===== src/rtl/mult_seq_pkg.sv =====
// Shared sizing and state encoding for the multi-cycle multiply sequencer.
`ifndef MULT_SEQ_PKG_SV
`define MULT_SEQ_PKG_SV

`define MULT_PROD_W(w) (2*(w))

package mult_pkg;

    localparam int unsigned WIDTH = 32;

    typedef enum logic [1:0] {
        IDLE = 2'd0,
        CALC = 2'd1,
        FIX  = 2'd2
    } mult_state_t;

endpackage

`endif


===== src/rtl/mult_seq_if.sv =====
// Request/response and MTHI/MTLO bundle between the EX stage and the multiply sequencer.
interface mult_seq_if #(
    parameter int unsigned WIDTH = mult_pkg::WIDTH
);

    logic             start;
    logic             is_signed;
    logic [WIDTH-1:0] a;
    logic [WIDTH-1:0] b;
    logic             cancel;
    logic             hi_we;
    logic             lo_we;
    logic [WIDTH-1:0] wdata;
    logic             busy;
    logic             done;
    logic [WIDTH-1:0] hi;
    logic [WIDTH-1:0] lo;

    modport master (
        output start, is_signed, a, b, cancel, hi_we, lo_we, wdata,
        input  busy, done, hi, lo
    );

    modport slave (
        input  start, is_signed, a, b, cancel, hi_we, lo_we, wdata,
        output busy, done, hi, lo
    );

endinterface


===== src/rtl/mult_iter_core.sv =====
// Unsigned shift-add multiply datapath: one partial-product add and shift per step.
module mult_iter_core #(
    parameter int unsigned WIDTH = mult_pkg::WIDTH
) (
    input  logic                            clk,
    input  logic                            reset,
    input  logic                            load,
    input  logic                            step,
    input  logic [WIDTH-1:0]                mcand,
    input  logic [WIDTH-1:0]                mplier,
    output logic                            last,
    output logic [`MULT_PROD_W(WIDTH)-1:0]  acc
);

    localparam int unsigned PW = `MULT_PROD_W(WIDTH);
    localparam int unsigned CW = (WIDTH > 1) ? $clog2(WIDTH) : 1;

    logic [PW-1:0]    mcand_q;
    logic [WIDTH-1:0] mplier_q;
    logic [CW-1:0]    cnt;

    always_ff @(posedge clk or negedge reset) begin
        if (!reset) begin
            acc      <= '0;
            mcand_q  <= '0;
            mplier_q <= '0;
            cnt      <= '0;
        end else if (load) begin
            acc      <= '0;
            mcand_q  <= {{WIDTH{1'b0}}, mcand};
            mplier_q <= mplier;
            cnt      <= '0;
        end else if (step) begin
            if (mplier_q[0]) begin
                acc <= acc + mcand_q;
            end
            mcand_q  <= mcand_q << 1;
            mplier_q <= mplier_q >> 1;
            cnt      <= cnt + CW'(1);
        end
    end

    assign last = (cnt == CW'(WIDTH - 1));

endmodule


===== src/rtl/mult_seq.sv =====
// MULT/MULTU sequencer owning HI/LO: magnitude multiply, sign fix-up, MTHI/MTLO and flush.
module mult_seq
    import mult_pkg::*;
#(
    parameter int unsigned WIDTH = mult_pkg::WIDTH
) (
    input logic       clk,
    input logic       reset,
    mult_seq_if.slave bus
);

    localparam int unsigned PW = `MULT_PROD_W(WIDTH);

    mult_state_t      state;
    mult_state_t      next;
    logic             load;
    logic             step;
    logic             fix_we;
    logic             last;
    logic             neg;
    logic             busy_q;
    logic             done_q;
    logic [WIDTH-1:0] mag_a;
    logic [WIDTH-1:0] mag_b;
    logic [WIDTH-1:0] hi_q;
    logic [WIDTH-1:0] lo_q;
    logic [PW-1:0]    acc;
    logic [PW-1:0]    product;

    // The most negative operand negates to itself, which is its correct unsigned magnitude.
    always_comb begin
        mag_a = (bus.is_signed && bus.a[WIDTH-1]) ? -bus.a : bus.a;
        mag_b = (bus.is_signed && bus.b[WIDTH-1]) ? -bus.b : bus.b;
    end

    mult_iter_core #(
        .WIDTH (WIDTH)
    ) u_core (
        .clk    (clk),
        .reset  (reset),
        .load   (load),
        .step   (step),
        .mcand  (mag_a),
        .mplier (mag_b),
        .last   (last),
        .acc    (acc)
    );

    always_ff @(posedge clk or negedge reset) begin
        if (!reset) begin
            state <= IDLE;
        end else begin
            state <= next;
        end
    end

    always_comb begin
        next   = state;
        load   = 1'b0;
        step   = 1'b0;
        fix_we = 1'b0;
        unique case (state)
            IDLE: begin
                if (bus.start && !bus.cancel) begin
                    next = CALC;
                    load = 1'b1;
                end
            end
            CALC: begin
                if (bus.cancel) begin
                    next = IDLE;
                end else begin
                    step = 1'b1;
                    if (last) begin
                        next = FIX;
                    end
                end
            end
            FIX: begin
                next   = IDLE;
                fix_we = !bus.cancel;
            end
            default: next = IDLE;
        endcase
    end

    assign product = neg ? -acc : acc;

    always_ff @(posedge clk or negedge reset) begin
        if (!reset) begin
            neg    <= 1'b0;
            busy_q <= 1'b0;
            done_q <= 1'b0;
        end else begin
            if (load) begin
                neg <= bus.is_signed & (bus.a[WIDTH-1] ^ bus.b[WIDTH-1]);
            end
            busy_q <= (next != IDLE);
            done_q <= fix_we;
        end
    end

    // MTHI/MTLO only land while idle, so an in-flight product can never be clobbered.
    always_ff @(posedge clk or negedge reset) begin
        if (!reset) begin
            hi_q <= '0;
            lo_q <= '0;
        end else if (fix_we) begin
            hi_q <= product[PW-1:WIDTH];
            lo_q <= product[WIDTH-1:0];
        end else if (state == IDLE) begin
            if (bus.hi_we) begin
                hi_q <= bus.wdata;
            end
            if (bus.lo_we) begin
                lo_q <= bus.wdata;
            end
        end
    end

    assign bus.busy = busy_q;
    assign bus.done = done_q;
    assign bus.hi   = hi_q;
    assign bus.lo   = lo_q;

endmodule


===== src/flat_wrapper.sv =====
// flat-port wrapper written by rule: the top's interface ports become plain ports
module mult_seq_flat import mult_pkg::*;
#(
    parameter int unsigned WIDTH = mult_pkg::WIDTH
)
  (clk, reset, bus_start, bus_is_signed, bus_a, bus_b, bus_cancel, bus_hi_we, bus_lo_we, bus_wdata, bus_busy, bus_done, bus_hi, bus_lo);
  mult_seq_if #(.WIDTH(WIDTH)) bus_i ();
  input logic clk;
  input logic reset;
  input wire logic [$bits(bus_i.start)-1:0] bus_start;
  input wire logic [$bits(bus_i.is_signed)-1:0] bus_is_signed;
  input wire logic [$bits(bus_i.a)-1:0] bus_a;
  input wire logic [$bits(bus_i.b)-1:0] bus_b;
  input wire logic [$bits(bus_i.cancel)-1:0] bus_cancel;
  input wire logic [$bits(bus_i.hi_we)-1:0] bus_hi_we;
  input wire logic [$bits(bus_i.lo_we)-1:0] bus_lo_we;
  input wire logic [$bits(bus_i.wdata)-1:0] bus_wdata;
  output wire logic [$bits(bus_i.busy)-1:0] bus_busy;
  output wire logic [$bits(bus_i.done)-1:0] bus_done;
  output wire logic [$bits(bus_i.hi)-1:0] bus_hi;
  output wire logic [$bits(bus_i.lo)-1:0] bus_lo;
  assign bus_i.start = bus_start;
  assign bus_i.is_signed = bus_is_signed;
  assign bus_i.a = bus_a;
  assign bus_i.b = bus_b;
  assign bus_i.cancel = bus_cancel;
  assign bus_i.hi_we = bus_hi_we;
  assign bus_i.lo_we = bus_lo_we;
  assign bus_i.wdata = bus_wdata;
  assign bus_busy = bus_i.busy;
  assign bus_done = bus_i.done;
  assign bus_hi = bus_i.hi;
  assign bus_lo = bus_i.lo;
  mult_seq #(.WIDTH(WIDTH)) u_core (.clk(clk), .reset(reset), .bus(bus_i));
endmodule

===== config.mk =====
export PLATFORM = sky130hd
export DESIGN_NAME = mult_seq_flat
export DESIGN_NICKNAME = d
export VERILOG_FILES = /design/src/rtl/mult_seq_pkg.sv /design/src/rtl/mult_seq_if.sv /design/src/rtl/mult_iter_core.sv /design/src/rtl/mult_seq.sv /design/src/flat_wrapper.sv
export SDC_FILE = /design/constraint.sdc
export NUM_CORES = 1
export LEC_CHECK = 0
export CAP_MARGIN = 0
export CORE_MARGIN = 2
export CORE_UTILIZATION = 45
export CTS_CLUSTER_DIAMETER = 80
export DETAILED_ROUTE_END_ITERATION = 8
export PLACE_DENSITY = 0.76
export SETUP_SLACK_MARGIN = 0.3
export SLEW_MARGIN = 20
export SYNTH_ARGS = -nofsm -noshare
export SYNTH_HDL_FRONTEND = slang
export SYNTH_SLANG_ARGS = --single-unit

===== constraint.sdc =====
create_clock -name clk -period 5.4 [get_ports clk]
set_clock_uncertainty 0.1 [all_clocks]
set_input_delay 1.35 -clock clk [delete_from_list [all_inputs] [get_ports clk]]
set_output_delay 1.35 -clock clk [all_outputs]
set_load 0.02 [all_outputs]

---- Word-level counts from Yosys, hierarchy flattened ----
Index checks and enable logic that the tools add are counted.
word-level totals
  memory bits (writable) .................. 0
  output and inout port bits .............. 66
  logic and storage cells ................. 61
  flip-flop bits (word level) ............. 234
  memories kept ........................... 0
  latch bits .............................. 0
  ROM bits ................................ 0
operators by class
  magnitude comparators ................... 0
  div/mod/pow operators ................... 0
  add/subtract/negate cells ............... 5
  multiplexer cells ....................... 27
  reductions and logical operators ........ 14
  equality and inequality tests ........... 3
  shift-type cells ........................ 0
  bitwise operators ....................... 2
  $mul .................................... 0
operators with widths
  cell                 number
  $mux 64              6
  $mux 32              10
  $add 64x64->64       1
  $neg 32->32          2
  $neg 64->64          1
  $reduce_bool 2->1    6
  $mux 5               2
  $mux 2               3
  $reduce_and 2->1     3
  $add 5x1->5 const B  1
  $eq 5x5->1 const B   1
  $mux 1               5
  $pmux 2 s2           1
  $logic_and 1x1->1    3
  $eq 2x1->1 const B   1
  $eq 2x2->1 const B   1
  $logic_not 2->1      1
  $and 1x1->1          1
  $logic_not 1->1      1
  $xor 1x1->1          1

---- Logic depth before layout (Yosys ltp) ----
Gate-level depths: netlist of run 1.
  word-level depth ........................ 6
  depth in mapped cells ................... 12

---- Cells and area by module ----
A second synthesis of run 1 with hierarchy kept.
second synthesis, totals
  cell total of the unflattened synthesis .. 1,898
  area, all modules ....................... 16,230.6 µm²
modules (own cells, without submodules)
  module          cells an instance  instances  area each (µm²)
  mult_iter_core  1,154              1          10,368.7
  mult_seq        744                1          5,861.9

---- Least setup slack after synthesis of run 1 ----
OpenSTA, ideal clock, no wires.
  path kind ............................... in2reg
  from .................................... input bus_a[7]
  to ...................................... register u_core.u_core.mcand_q[28]
  required time ........................... 5.159 ns
  arrival time ............................ 3.238 ns
  buffers on the path ..................... 0
  path slack .............................. 1.922 ns
  setup time .............................. 0.141 ns
  stages on the path ...................... 9
  cells stage by stage .................... or3_1 -> or4_1 -> nor3_1 -> and2_1 -> and3_1 -> a31oi_1 -> xor2_1 -> nor2_1 -> a31oi_1
between the ends
  word-level cells in the longest chain between the ends .. 3
ends and longest elaborated chain
  what                    RTL line              source
  start: declaration      flat_wrapper.sv:12    input wire logic [$bits(bus_i.a)-1:0] bus_a;
  $neg 32->32             mult_seq.sv:32        mag_a = (bus.is_signed && bus.a[WIDTH-1]) ? -bus.a : bus.a;
  $mux 32                 mult_seq.sv:32
  $mux 64                 mult_iter_core.sv:28  end else if (load) begin
  end signal: assignment  mult_iter_core.sv:30  mcand_q <= {{WIDTH{1'b0}}, mcand};
  end signal: assignment  mult_iter_core.sv:37  mcand_q <= mcand_q << 1;
  end: declaration        mult_iter_core.sv:18  logic [PW-1:0] mcand_q;
Every way passes these cells.
A chain may end at the register's enable or synchronous reset.

---- Final worst setup path of run 1 ----
  from .................................... register u_core.u_core.acc[13]
  to ...................................... register u_core.u_core.acc[62]
between the ends
  word-level cells in the longest chain between the ends .. 4
ends and longest elaborated chain
  what                      RTL line              source
  start: declaration        mult_iter_core.sv:12  output logic [`MULT_PROD_W(WIDTH)-1:0] acc
  start signal: assignment  mult_iter_core.sv:35  acc <= acc + mcand_q;
  $add 64x64->64            mult_iter_core.sv:35
  $mux 64                   mult_iter_core.sv:34  if (mplier_q[0]) begin
  $mux 64                   mult_iter_core.sv:33  end else if (step) begin
  $mux 64                   mult_iter_core.sv:28
Every way passes these cells. The select of a mux whose other input is x is not followed.

==> impl_metrics.py, run 1 <==
metrics = {
    "clocking": {
        "clk_pin_slew_ns": 0.06,
        "cts_buffers": 28,
        "post_cts_resize_count": 0,
        "cts_max_level": 1,
        "cts_root_buf": "clkbuf_16",
        "cts_buffer_depth": 3,
        "cts.sinks": 234,
        "hold_buffers": 0,
        "clk_latency_ns": 0.56,
        "cts_setup_buffers": 0,
        "cts_tree": "done",
    },
    "yosys": {
        "synthesis.instances": 1959,
        "netlist_area_sq_um": 16000,
        "synth-compound-area-share_pct": 21.8,
        "synth_edf_count": 0,
        "synth_top_family_by_area": "compound AO/OA/AOI/OAI gates",
        "synth_fp_nets": 2131,
        "async_flop_share_pct": 100,
        "synth_ff_type": "dfrtp_1",
        "synthSimpleGateAreaFrac_pct": 20.4,
        "syn_area_per_cell_sq_um": 8.18,
        "ys_seq_area_share_pct": 36.6,
        "netlist-cell-type-count": 65,
        "synthAdderAreaFrac_pct": 5.44,
        "synth-seq-cells": 234,
        "yosys_warnings": 0,
        "synth_xor_area_share_pct": 9.73,
        "synthMuxAreaShare_pct": 2.62,
    },
    "drt": {
        "wl_per_cell_um": 17.7,
        "drt-initial-drc-count": 921,
        "ant_nets": 0,
        "via_per_inst": 5.76,
        "route.vias.total": 14600,
        "drc": 0,
        "drt_wl_total_um": 44800,
        "dr.pass1.iters": 6,
    },
    "die": {
        "io_pins": 169,
        "dieArea_sq_um": 37100,
        "rows": 69,
        "start_util_pct": 45.4,
        "coreArea_sq_um": 35300,
        "die_y_um": 193,
        "die_x_um": 193,
    },
    "placed_design": {
        "numPortBuffers": 168,
        "dp_hpwl_um": 33500,
        "gp_congestion": 0.926,
    },
    "worst_setup_path": {
        "criticalPathCategory": "reg2reg",
        "critPathMaxFanout": 9,
        "startpoint_type": "flip-flop",
        "crit_path_end_kind": "flip-flop",
        "worstPathRequired_ns": 5.70,
        "critPathArrivalTime_ns": 4.22,
    },
    "sta": {
        "slew_viol_final": 0,
        "setup-tns-final_ns": 0,
        "rsz0062_at_grt": "false",
        "hold_viol": 0,
        "fmax_mhz": 255,
        "min_period_ns": 3.92,
        "tightest_slew_ns": 1.08,
        "setup_violations": 0,
        "worst_slew_margin_rel_pct": 27.9,
        "fin_crit_sh_pct": 72.7,
    },
    "power": {
        "internal-power_mw": 4.57,
        "combPwrFrac_pct": 40.9,
        "cellLeakagePower_nw": 8.01,
        "power_switching_mw": 2.94,
        "p_sw_share_pct": 39.1,
        "irDropWorstVdd_v": 0.000221,
        "clkPwrFrac_pct": 25.5,
        "powerDensity_nw_per_um2": 396,
        "power_mw": 7.50,
        "power.share.sequential_pct": 33.6,
    },
    "job": {
        "drv_cap": 0,
    },
    "outcome": {
        "status": "finished clean",
    },
    "global_route": {
        "antenna_found_initial": 0,
        "grt_pass1_wl_um": 72100,
        "grt_use_total_pct": 24.0,
        "grt_overflow_total": 0,
        "grt_pass1_vias": 13900,
        "grt_max_degree": 130,
    },
    "cells_and_area": {
        "seq_area_sq_um": 5860,
        "antenna_cells": 0,
        "fillers": 3238,
        "multi_input_area_sq_um": 9620,
        "area_growth_pct": 18.3,
        "layout-drive-gt1-share_pct": 4.49,
        "fin_nets": 2222,
    },
    "worst_hold_path": {
        "hp-class": "reg2reg",
    },
}
==> Yosys cell counts (5+ instances only) <==
| cell | instances | share of area (%) |
|---|---|---|
| nand3_1 | 67 | 2.1 |
| inv_1 | 25 | 0.59 |
| mux2i_1 | 42 | 2.6 |
| o21ai_1 | 33 | 1.0 |
| a21oi_1 | 149 | 4.7 |
| xor2_1 | 76 | 4.2 |
| dfrtp_1 | 234 | 37 |
| nor2b_1 | 28 | 1.1 |
| and3_1 | 15 | 0.59 |
| o21ai_0 | 141 | 4.4 |
| nand4_1 | 24 | 0.94 |
| a211oi_1 | 34 | 1.6 |
| o31ai_1 | 32 | 1.5 |
| nor3_1 | 30 | 0.94 |
| a21o_1 | 41 | 1.9 |
| or4_1 | 6 | 0.28 |
| clkbuf_1 | 113 | 2.6 |
| nor2_1 | 130 | 3.0 |
| and2_1 | 8 | 0.31 |
| nor4_1 | 6 | 0.23 |
| xnor2_1 | 102 | 5.6 |
| buf_1 | 11 | 0.26 |
| o41ai_1 | 9 | 0.49 |
| nand2b_1 | 8 | 0.31 |
| o21bai_1 | 17 | 0.80 |
| or3_1 | 16 | 0.62 |
| nand2_1 | 347 | 8.1 |
| ha_1 | 68 | 5.3 |
| a31oi_1 | 70 | 2.7 |
| a41oi_1 | 5 | 0.27 |
==> critical path, stage by stage (launching register included) <==
cell,delay [ns]
dfrtp_1,0.47
ha_1,0.46
a21o_1,0.24
a31oi_1,0.23
o221ai_1,0.20
a221oi_1,0.52
a311oi_1,0.27
a31oi_1,0.42
o21ai_1,0.24
a211oi_1,0.36
xor2_1,0.19
o21ai_1,0.07
==> cell type report <==
type | count | area share [%]
Tap cell | 461 | 3.04
Inverter | 25 | 0.495
Clock buffer | 41 | 4.38
Timing Repair Buffer | 185 | 9.77
Multi-Input combinational cell | 1576 | 50.8
Clock inverter | 11 | 0.640
Sequential cell | 234 | 30.9
==> kinds of logic after synthesis <==
logic type      Yosys count
simple gates            714
mux                      42
compound gates          573
buf+inv                 149
flops                   234
xor+xnor                178
fa+ha+maj                69
==> registers in the layout, indices dropped and copies added (netlist names), 2 cells and up <==
name	cells
u_core.u_core.acc	64
u_core.u_core.mcand_q	64
u_core.bus.hi	32
u_core.bus.lo	32
u_core.u_core.mplier_q	32
u_core.u_core.cnt	5
u_core.state	2
==> metrics by stage <==
step,utilization (%),hold WS (ns),area (sq um),setup WS [ns],cells
2_1_floorplan,-,0.365,16000,1.92,1959
3_3_place_gp,51.0,0.377,18000,1.17,2481
3_5_place_dp,51.0,0.388,18000,1.12,2481
4_1_cts,53.7,0.398,19000,1.44,2533
5_1_grt,53.7,0.447,19000,1.12,2533
6_report,53.7,0.390,19000,1.48,2533
==> metal layers <==
layer | GRT usage, % | wire length [um] | vias up
met5 | 0 | 0 | -
met2 | 38.8 | 20200 | 466
li1 | - | - | 7167
met3 | 4.91 | 3480 | 47
met4 | 5.34 | 774 | 0
met1 | 33.1 | 20300 | 6911
==> cells in the final DEF (no fill, tap or decap), drive strengths merged, types with 5 or more instances in the layout <==
| master | count |
|---|---|
| nand3 | 69 |
| or3 | 17 |
| mux2i | 42 |
| a31oi | 70 |
| a211oi | 34 |
| dfrtp | 234 |
| ha | 68 |
| a41oi | 5 |
| xor2 | 76 |
| clkdlybuf4s50 | 167 |
| o21bai | 17 |
| and3 | 17 |
| o31ai | 35 |
| clkinvlp | 5 |
| nor2 | 130 |
| a21o | 41 |
| nand2 | 347 |
| a21boi | 6 |
| inv | 26 |
| o41ai | 11 |
| xnor2 | 102 |
| a21oi | 149 |
| nor3 | 30 |
| or4 | 9 |
| buf | 18 |
| nor4 | 8 |
| nand2b | 8 |
| nand4 | 24 |
| clkbuf | 41 |
| and2 | 10 |
| nor2b | 28 |
| o21ai | 174 |
==> power groups by stage <==
stage / sequential (mW) / clock (mW) / combinational [mW]
after global routing: 2.57 / 2.02 / 3.40
after global placement: 2.51 / 0 / 2.97
final: 2.52 / 1.91 / 3.07
after detailed placement: 2.54 / 0 / 3.04
after floorplan: 2.47 / 0 / 2.13
after CTS: 2.51 / 1.95 / 3.05
==> path summary, 6_finish.rpt <==
check | startpoint | end | slack, ns | cells past startpoint
setup / recovery | u_core.u_core.acc[13]$_DFFE_PN0P_ | u_core.u_core.acc[62]$_DFFE_PN0P_ | 1.48 | 11
hold / removal | u_core.u_core.acc[63]$_DFFE_PN0P_ | u_core.u_core.acc[63]$_DFFE_PN0P_ | 0.39 | 1
setup reg to reg | u_core.u_core.acc[13]$_DFFE_PN0P_ | u_core.u_core.acc[62]$_DFFE_PN0P_ | 1.48 | 11
hold reg to reg | u_core.u_core.acc[63]$_DFFE_PN0P_ | u_core.u_core.acc[63]$_DFFE_PN0P_ | 0.39 | 1
max in group asynchronous | reset | u_core.bus.hi[20]$_DFFE_PN0P_ | 3.22 | 2
min in group asynchronous | reset | u_core.bus.lo[10]$_DFFE_PN0P_ | 0.71 | 1
(Power assumes the default switching activity.)
==> run 2: changes to the inputs <==
- PLACE_DENSITY: 0.76 -> 0.78
- clock period: 5.4 -> 3.3 ns (I/O delays scaled with it)
==> run 2 against run 1 <==
Net effect:
- the flow now finishes with violations (negative setup slack)
- non-clock buffer count rose by 221
- sequential share of layout area fell by 3.9 points
- first-iteration DRC count rose by 13%
- die area did not move
- utilization rose by 7.8 points
- design area rose by 15%
- final cell count rose by 8.7%
- clock-buffer cell count fell by 3
- critical path type unchanged
- largest cell class unchanged
- highest routed layer unchanged
==> impl_metrics.py, run 2 (synthesized netlist as in run 1, its figures left out) <==
metrics = {
    "outcome": {
        "status": "complete, but fails checks",
        "violations": "negative setup slack",
    },
    "power": {
        "clkPwrFrac_pct": 23.2,
        "power_switching_mw": 5.61,
        "irDropWorstVdd_v": 0.000477,
        "p_sw_share_pct": 38.3,
        "powerDensity_nw_per_um2": 675,
        "power.share.sequential_pct": 27.0,
        "internal-power_mw": 9.05,
        "cellLeakagePower_nw": 9.39,
        "combPwrFrac_pct": 49.9,
    },
    "placed_design": {
        "gp_congestion": 0.915,
        "dp_cells": 2667,
        "post-place-ws_ns": -0.222,
        "numPortBuffers": 168,
        "dp_hpwl_um": 36000,
    },
    "die": {
        "dieArea_sq_um": 37100,
        "coreArea_sq_um": 35300,
        "io_pins": 169,
        "die_y_um": 193,
        "start_util_pct": 45.4,
        "die_x_um": 193,
        "rows": 69,
    },
    "cells_and_area": {
        "seq_area_sq_um": 5860,
        "area_growth_pct": 35.6,
        "layout_commonest_cell": "nand2_1",
        "antenna_cells": 0,
        "reg.largest.list": "u_core.u_core.acc (64), u_core.u_core.mcand_q (64)",
        "multi_input_area_sq_um": 10500,
        "fin_nets": 2443,
        "mostFrequentLayoutCells": "nand2_1, dfrtp_1, buf_4",
        "layout-drive-gt1-share_pct": 19.0,
        "fillers": 2921,
        "final_cell_count_no_fill": 2754,
    },
    "worst_setup_path": {
        "critPathMaxFanout": 4,
        "worstPathRequired_ns": 3.68,
        "critPathLaunch": "u_core.u_core.acc[31]$_DFFE_PN0P_",
        "cp-endpoint": "u_core.bus.hi[13]$_DFFE_PN0P_",
        "r2r_end": "u_core.bus.hi[13]$_DFFE_PN0P_",
        "criticalPathCategory": "reg2reg",
        "startpoint_type": "flip-flop",
        "rr_startpoint": "u_core.u_core.acc[31]$_DFFE_PN0P_",
        "rrSetupSlack_ns": -0.08,
        "critPathArrivalTime_ns": 3.76,
        "crit_path_end_kind": "flip-flop",
        "r2r_cells": 10,
    },
    "clocking": {
        "cts.sinks": 234,
        "cts_buffers": 28,
        "cts_buffer_depth": 3,
        "clk_latency_ns": 0.56,
        "clk_pin_slew_ns": 0.06,
        "cts_root_buf": "clkbuf_16",
        "cts_tree": "done",
        "cts_max_level": 1,
    },
    "global_route": {
        "grt_pass1_vias": 15100,
        "grt_pass1_wl_um": 77200,
        "antenna_found_initial": 0,
        "grt_overflow_total": 0,
        "grt_max_degree": 130,
        "grt_use_total_pct": 25.9,
    },
    "sta": {
        "layout_setup_ws_ns": -0.0803,
        "rsz0062_at_grt": "true",
        "fmax_mhz": 296,
        "slew_viol_final": 0,
        "min_period_ns": 3.38,
        "tightest_slew_ns": 1.08,
        "fin_crit_sh_pct": 102,
        "worst_slew_margin_rel_pct": 27.8,
        "setup_violations": 8,
        "hold_viol": 0,
    },
    "worst_hold_path": {
        "hp-class": "in2async",
    },
    "drt": {
        "wl_per_cell_um": 18.1,
        "drc": 0,
        "route.vias.total": 15700,
        "via_per_inst": 5.71,
        "drt_wl_total_um": 49800,
        "dr.pass1.iters": 5,
        "drt-initial-drc-count": 1045,
        "ant_nets": 0,
    },
    "job": {
        "drv_cap": 0,
    },
}
-- run 2: cell count changes in the layout (fill, tap and decap cells not counted), moves of 11 or more --
cell,delta
o31ai_1,-12
buf_4,+195
xnor2_2,+12
nand2_1,-11
a21oi_1,-11
o21ai_0,-24
buf_6,+19
xnor2_1,-13
ha_1,-11
o21ai_2,+13
-- run 2: timing repair --
| item | CTS | global route |
|---|---|---|
| pin swaps | 46 | 77 |
| resized for setup | 65 | 127 |
| hold buffers | 0 | 0 |
| setup endpoints to repair | 49 | 66 |
| buffers inserted | 17 | 18 |
-- run 2: routing by layer --
metal,global-route usage [%],part of all wire (%),up-vias,routed length [um]
met5,0,0,-,0
met4,7.40,2.5,0,1260
met3,5.82,8.5,100,4240
met2,42.5,46,539,22800
met1,34.3,43,7472,21500
li1,-,-,7616,-
-- run 2: per-stage QoR --
| stage | power (mW) | hold WS [ns] | util [%] | cell area, sq um | TNS [ns] |
|---|---|---|---|---|---|
| final | 14.7 | 0.161 | 61.5 | 21700 | -0.403 |
| after global routing | 15.5 | 0.195 | 61.5 | 21700 | -1.15 |
| after CTS | 14.0 | 0.194 | 59.4 | 21000 | 0 |
| after detailed placement | 10.3 | 0.393 | 55.3 | 19500 | -1.65 |
| after global placement | 10.1 | 0.377 | 55.3 | 19500 | -0.853 |
| after floorplan | 7.58 | 0.365 | - | 16100 | 0 |
-- run 2: worst min path at each step --
stage                                           startpoint                                     end  slack, ns  cells after the start
global placement    u_core.u_core.mplier_q[31]$_DFFE_PN0P_  u_core.u_core.mplier_q[31]$_DFFE_PN0P_       0.38                      1
detailed placement       u_core.u_core.acc[63]$_DFFE_PN0P_       u_core.u_core.acc[63]$_DFFE_PN0P_       0.39                      1
CTS                                                  reset           u_core.bus.hi[23]$_DFFE_PN0P_       0.19                      1
global route                                         reset           u_core.bus.hi[23]$_DFFE_PN0P_       0.19                      1
finish                                               reset           u_core.bus.hi[23]$_DFFE_PN0P_       0.16                      1
floorplan                u_core.u_core.acc[63]$_DFFE_PN0P_       u_core.u_core.acc[63]$_DFFE_PN0P_       0.36                      1
-- run 2: layout make-up --
cell class                 count  share of cell area (%)
timing repair buffer         406                    16.9
clock buffer                  38                    3.54
sequential                   234                    27.0
tap                          461                    2.65
inverter                      25                   0.432
clock inverter                14                    1.11
multi-input combinational   1576                    48.4
-- run 2: worst max-delay path: stages, from the launching register on --
cell	delay (ns)
dfrtp_1	0.38
or4_4	0.58
or3_4	0.35
or4_4	0.48
buf_4	0.16
buf_6	0.11
or4_4	0.55
o31ai_4	0.24
xnor2_2	0.16
nand2_1	0.09
o21ai_1	0.11
-- run 2: power groups by stage --
stage,logic (mW),clock network [mW],registers (mW)
finish,7.31,3.39,3.95
global route,7.91,3.56,4.01
CTS,6.69,3.44,3.90
detailed placement,6.33,0,3.93
global placement,6.17,0,3.91
floorplan,3.53,0,4.05
